==> src/rtl/mux_stream_nby1.sv <==
// N-to-1 stream mux with a registered output slot, fixed or round-robin selection.
// One word per cycle when the consumer keeps out_ready high; back-pressure stalls every input.

module mux_stream_nby1_lane #(
    parameter int SELW = 2,
    parameter int IDX  = 0
) (
    input  logic            load_ok,
    input  logic            grant_valid,
    input  logic [SELW-1:0] grant,
    output logic            ready
);
    assign ready = load_ok && grant_valid && (grant == SELW'(IDX));
endmodule

module mux_stream_nby1 #(
    parameter int WIDTH  = 8,
    parameter int NUM_IN = 4,
    parameter int SELW   = $clog2(NUM_IN)
) (
    input  logic                    clk,
    input  logic                    rst_n,
    input  logic [NUM_IN*WIDTH-1:0] in_data,
    input  logic [NUM_IN-1:0]       in_valid,
    output logic [NUM_IN-1:0]       in_ready,
    input  logic                    mode,
    input  logic [SELW-1:0]         sel,
    output logic [WIDTH-1:0]        out_data,
    output logic                    out_valid,
    input  logic                    out_ready,
    output logic [SELW-1:0]         out_src
);
    logic [NUM_IN-1:0][WIDTH-1:0] chan;
    logic [SELW-1:0]              rr_ptr;
    logic [SELW-1:0]              grant;
    logic                         grant_valid;
    logic                         load_ok;
    logic                         xfer;
    int                           rr_idx;

    assign chan    = in_data;
    assign load_ok = rst_n && (!out_valid || out_ready);
    assign xfer    = load_ok && grant_valid;

    // Round-robin scans downward so the channel closest after rr_ptr is written last and wins.
    always_comb begin
        grant       = '0;
        grant_valid = 1'b0;
        rr_idx      = 0;
        if (!mode) begin
            if (int'(sel) < NUM_IN && in_valid[sel]) begin
                grant       = sel;
                grant_valid = 1'b1;
            end
        end else begin
            for (int k = NUM_IN; k >= 1; k--) begin
                rr_idx = (int'(rr_ptr) + k) % NUM_IN;
                if (in_valid[rr_idx]) begin
                    grant       = SELW'(rr_idx);
                    grant_valid = 1'b1;
                end
            end
        end
    end

    for (genvar i = 0; i < NUM_IN; i++) begin : g_lane
        mux_stream_nby1_lane #(.SELW(SELW), .IDX(i)) u_lane (
            .load_ok     (load_ok),
            .grant_valid (grant_valid),
            .grant       (grant),
            .ready       (in_ready[i])
        );
    end

    always_ff @(posedge clk) begin
        if (!rst_n) begin
            out_valid <= 1'b0;
            out_data  <= '0;
            out_src   <= '0;
            rr_ptr    <= SELW'(NUM_IN - 1);
        end else begin
            if (xfer) begin
                out_data  <= chan[grant];
                out_src   <= grant;
                out_valid <= 1'b1;
                if (mode) rr_ptr <= grant;
            end else if (out_ready) begin
                out_valid <= 1'b0;
            end
        end
    end
endmodule

==> config.mk <==
export PLATFORM = sky130hd
export DESIGN_NAME = mux_stream_nby1
export DESIGN_NICKNAME = d
export VERILOG_FILES = /design/src/rtl/mux_stream_nby1.sv
export SDC_FILE = /design/constraint.sdc
export NUM_CORES = 1
export LEC_CHECK = 0
export ABC_AREA = 1
export CORE_ASPECT_RATIO = 0.7
export CORE_UTILIZATION = 43
export CTS_BUF_LIST = sky130_fd_sc_hd__clkbuf_16
export DETAILED_ROUTE_END_ITERATION = 7
export PLACE_DENSITY = 0.85
export SYNTH_ARGS = -nofsm -noshare
export SYNTH_HDL_FRONTEND = slang
export SYNTH_SLANG_ARGS = --single-unit
==> constraint.sdc <==
create_clock -name clk -period 6.05 [get_ports clk]
set_clock_uncertainty 0.1 [all_clocks]
set_input_delay 0.9075 -clock clk [delete_from_list [all_inputs] [get_ports clk]]
set_output_delay 0.9075 -clock clk [all_outputs]
set_load 0.005 [all_outputs]
==> reports/qor.tcl <==
set qor(status) {finished clean}
set qor(synth-warning-count) 0
set qor(cts_buf_count) 3
set qor(critPathArrivalTime_ns) 3.35
set qor(worst_endpoint_required_time_ns) 5.04
set qor(detail_route.wl_per_cell_um) 12.0
set qor(static-leakage-power_nw) 0.857
set qor(global_route.usage.total) 0.246
set qor(setup_repair_after_global_routing_missed_its_margin) {no}
set qor(critPathKind) {in2out}
set qor(finish.utilization) 0.701
set qor(synth-edff-count) 0
set qor(route.vias.total) 1401
set qor(setup.worst_path.end_class) {output port}
set qor(power_per_cell_area_mw_per_mm2) 214
set qor(detailed_place_hpwl_um) 2500
set qor(maxClockFrequency_ghz) 0.229
set qor(cts_hold_repair.buffers) 0
set qor(setup_total_negative_slack_ns) 0
set qor(slew_headroom) 0.673
set qor(cell_area_after_synthesis_mm2) 0.00116
set qor(post_synth_and_or_nand_nor_area_fraction) 0.534
set qor(postCtsSetupRepairBufs) 0
set qor(floorplan.initialDensity) 0.464
set qor(cts_tree) {done}
set qor(h-tree-depth) 1
set qor(cts_max_path_buffers) 2
set qor(die_h_um) 45.4
set qor(floorplan.die.width_um) 64.0
set qor(cp.buffers_inverters) 6
set qor(synth.cells.most_frequent) {sky130_fd_sc_hd__nand2_1, sky130_fd_sc_hd__nand3_1, sky130_fd_sc_hd__inv_1, sky130_fd_sc_hd__dfxtp_1, sky130_fd_sc_hd__nand2_2}
set qor(ir_drop_v) 0.0000989
set qor(hold_path_class) {reg2reg}
set qor(postRouteAntennaNets) 0
set qor(synth_seq_cells) 13
set qor(coreArea_mm2) 0.00250
set qor(cp_slowest_cell) {sky130_fd_sc_hd__clkdlybuf4s50_1}
set qor(routed_via_density) 5.00
set qor(design.final.nets) 289
set qor(cts_resized) 0
set qor(worst-slew-pin-transition_ns) 0.490
set qor(setup_ws_final_ns) 1.69
set qor(buffer_ports.inserted) 56
set qor(syn-mean-instance-area_um2) 5.87
set qor(timing.critical_path.cells) {clkdlybuf4s50_1 > inv_1 > a21oi_1 > o21ai_0 > o21ai_0 > nand2_1 > o21ai_1 > nand2_1 > nor2_1 > buf_4 > inv_1 > nor2_1 > inv_1 > nor2_1 > clkdlybuf4s50_1}
set qor(clock_tree_root_buffer_cell) {sky130_fd_sc_hd__clkbuf_16}
set qor(die-area_mm2) 0.00291
set qor(drt_wl_total_um) 3350
set qor(synth_top_cell_area_share) 0.225
set qor(synth_sequential_area_ratio) 0.225
set qor(hold_fails_final_rpt) 0
set qor(flow.area_growth_from_synthesis_pct) 51.2
set qor(grt_first_pass_wirelength_um) 5380
set qor(critPathMaxStageDelay_ns) 0.50
set qor(firstDrtPassIters) 4
set qor(setup_violations) 0
set qor(yosys-top-cells-area) {sky130_fd_sc_hd__dfxtp_1, sky130_fd_sc_hd__nand3_1, sky130_fd_sc_hd__nand2_1, sky130_fd_sc_hd__inv_1, sky130_fd_sc_hd__nand2_2}
set qor(finalWeightedCongestion) 0.855
set qor(grt_pass1_vias) 1209
set qor(number_of_distinct_library_cells_after_synthesis) 21
set qor(post_synthesis_compound_gate_area_fraction) 0.0638
set qor(synth_top_family_by_area) {simple AND/OR/NAND/NOR gates}
set qor(synthFlopType) {sky130_fd_sc_hd__dfxtp_1}
set qor(synth.mux.area_fraction) 0
set qor(grt_start_max_net_pins) 20
set qor(worstSkewPairLatency_ns) 0.24
set qor(globalRouteOverflowTotal) 0
set qor(cp-start-kind) {input pin}
set qor(post-synth-top-count-cell) {sky130_fd_sc_hd__nand2_1}
set qor(io_pins) 57
set qor(row_count) 15
set qor(path_clk_slew_ns) 0.04
set qor(synthAdderAreaFrac) 0
set qor(setup_ws_pre_cts_ns) 1.76
set qor(syn-instance-count) 197
set qor(layout_min_cycle_time_ns) 4.36
set qor(post-route-drc-count) 0
set qor(yosys.area_share.xor_xnor) 0
set qor(detailedRoute.firstIterationViolations) 98
set qor(grt_antenna_before_repair) 0
set qor(report.power.total_mw) 0.374
set qor(layout_worst_path_cycle_share) 0.720
set qor(post_synthesis_net_count) 239
set qor(cts.sink_count) 13
set qor(antennaDiodeCount) 0
set qor(layout-drive-gt1-share) 0.102
set qor(synth.largest_area_cell) {sky130_fd_sc_hd__dfxtp_1}
set qor(critical_path.top_delay_family) {buffers and inverters}
set qor(slew_viol_final) 0
set qor(synth_async_sr_flop_share) 0
set qor(timing.hold.ws_ns) 0.367
set qor(crit_path_max_fanout) 12
set qor(drv_cap) 0
-- worst min-delay path, cell delays in order, from the launching register on --
cell and delay [ns]:
sky130_fd_sc_hd__dfxtp_1 0.30, sky130_fd_sc_hd__nand3_1 0.07, sky130_fd_sc_hd__nand2_1 0.05
-- sequential cells by signal, summed over array words and instances (netlist names) --
signal,flops
out_data,8
out_src,2
out_valid,1
rr_ptr,2
-- cell usage in the layout (no fill, tap or decap) --
master	n
sky130_fd_sc_hd__buf_4	1
sky130_fd_sc_hd__inv_1	22
sky130_fd_sc_hd__clkbuf_16	3
sky130_fd_sc_hd__clkdlybuf4s50_1	56
sky130_fd_sc_hd__o21ai_1	2
sky130_fd_sc_hd__nand2_4	2
sky130_fd_sc_hd__inv_2	5
sky130_fd_sc_hd__nand3_4	1
sky130_fd_sc_hd__a21oi_1	6
sky130_fd_sc_hd__nor3_1	1
sky130_fd_sc_hd__nor3_2	1
sky130_fd_sc_hd__nor2_1	7
sky130_fd_sc_hd__nand2_2	10
sky130_fd_sc_hd__nand2_1	57
sky130_fd_sc_hd__o21ai_0	5
sky130_fd_sc_hd__o21ai_2	1
sky130_fd_sc_hd__inv_8	1
sky130_fd_sc_hd__nand3_1	52
sky130_fd_sc_hd__dfxtp_1	13
-- layer usage --
| metal | global-route usage | share of wire |
|---|---|---|
| met5 | 0 | 0 |
| met4 | 0.0773 | 0.010 |
| met3 | 0.0700 | 0.087 |
| met2 | 0.379 | 0.42 |
| met1 | 0.337 | 0.48 |
-- layout make-up --
type / count / area, um^2
clock buffers: 3 / 75.1
well taps: 34 / 42.5
multi-input cells: 145 / 692
repair buffers: 57 / 568
clock inverters: 1 / 3.75
inverters: 27 / 109
fillers: 217 / 746
flip-flops and latches: 13 / 260
-- logic make-up (layout without fill, tap and decap cells) --
group	after synthesis	after routing
AO/OA/AOI/OAI	14	14
buffers and inverters	39	88
flip-flops	13	13
AND/OR/NAND/NOR	131	131
-- where the power goes --
group          internal [mW]  switching (mW)  total (mW)
clock                 0.0869          0.0334       0.120
combinational         0.0724          0.0748       0.147
sequential            0.0975         0.00923       0.107
-- per-stage QoR --
step                instances  cell area (um^2)
finish                    280              1750
global route              280              1750
CTS                       280              1750
detailed placement        276              1670
global placement          276              1670
floorplan                 197              1160
-- worst paths after layout --
kind | startpoint | end | slack, ns | cells past startpoint
min reg2reg | out_data[6] | out_data[6] | 0.37 | 2
max | in_valid[3] | in_ready[1] | 1.69 | 15
min | out_data[6] | out_data[6] | 0.37 | 2
max reg2reg | rr_ptr[0] | rr_ptr[0] | 3.77 | 12
No activity file was read; power rests on OpenSTA's default activity.
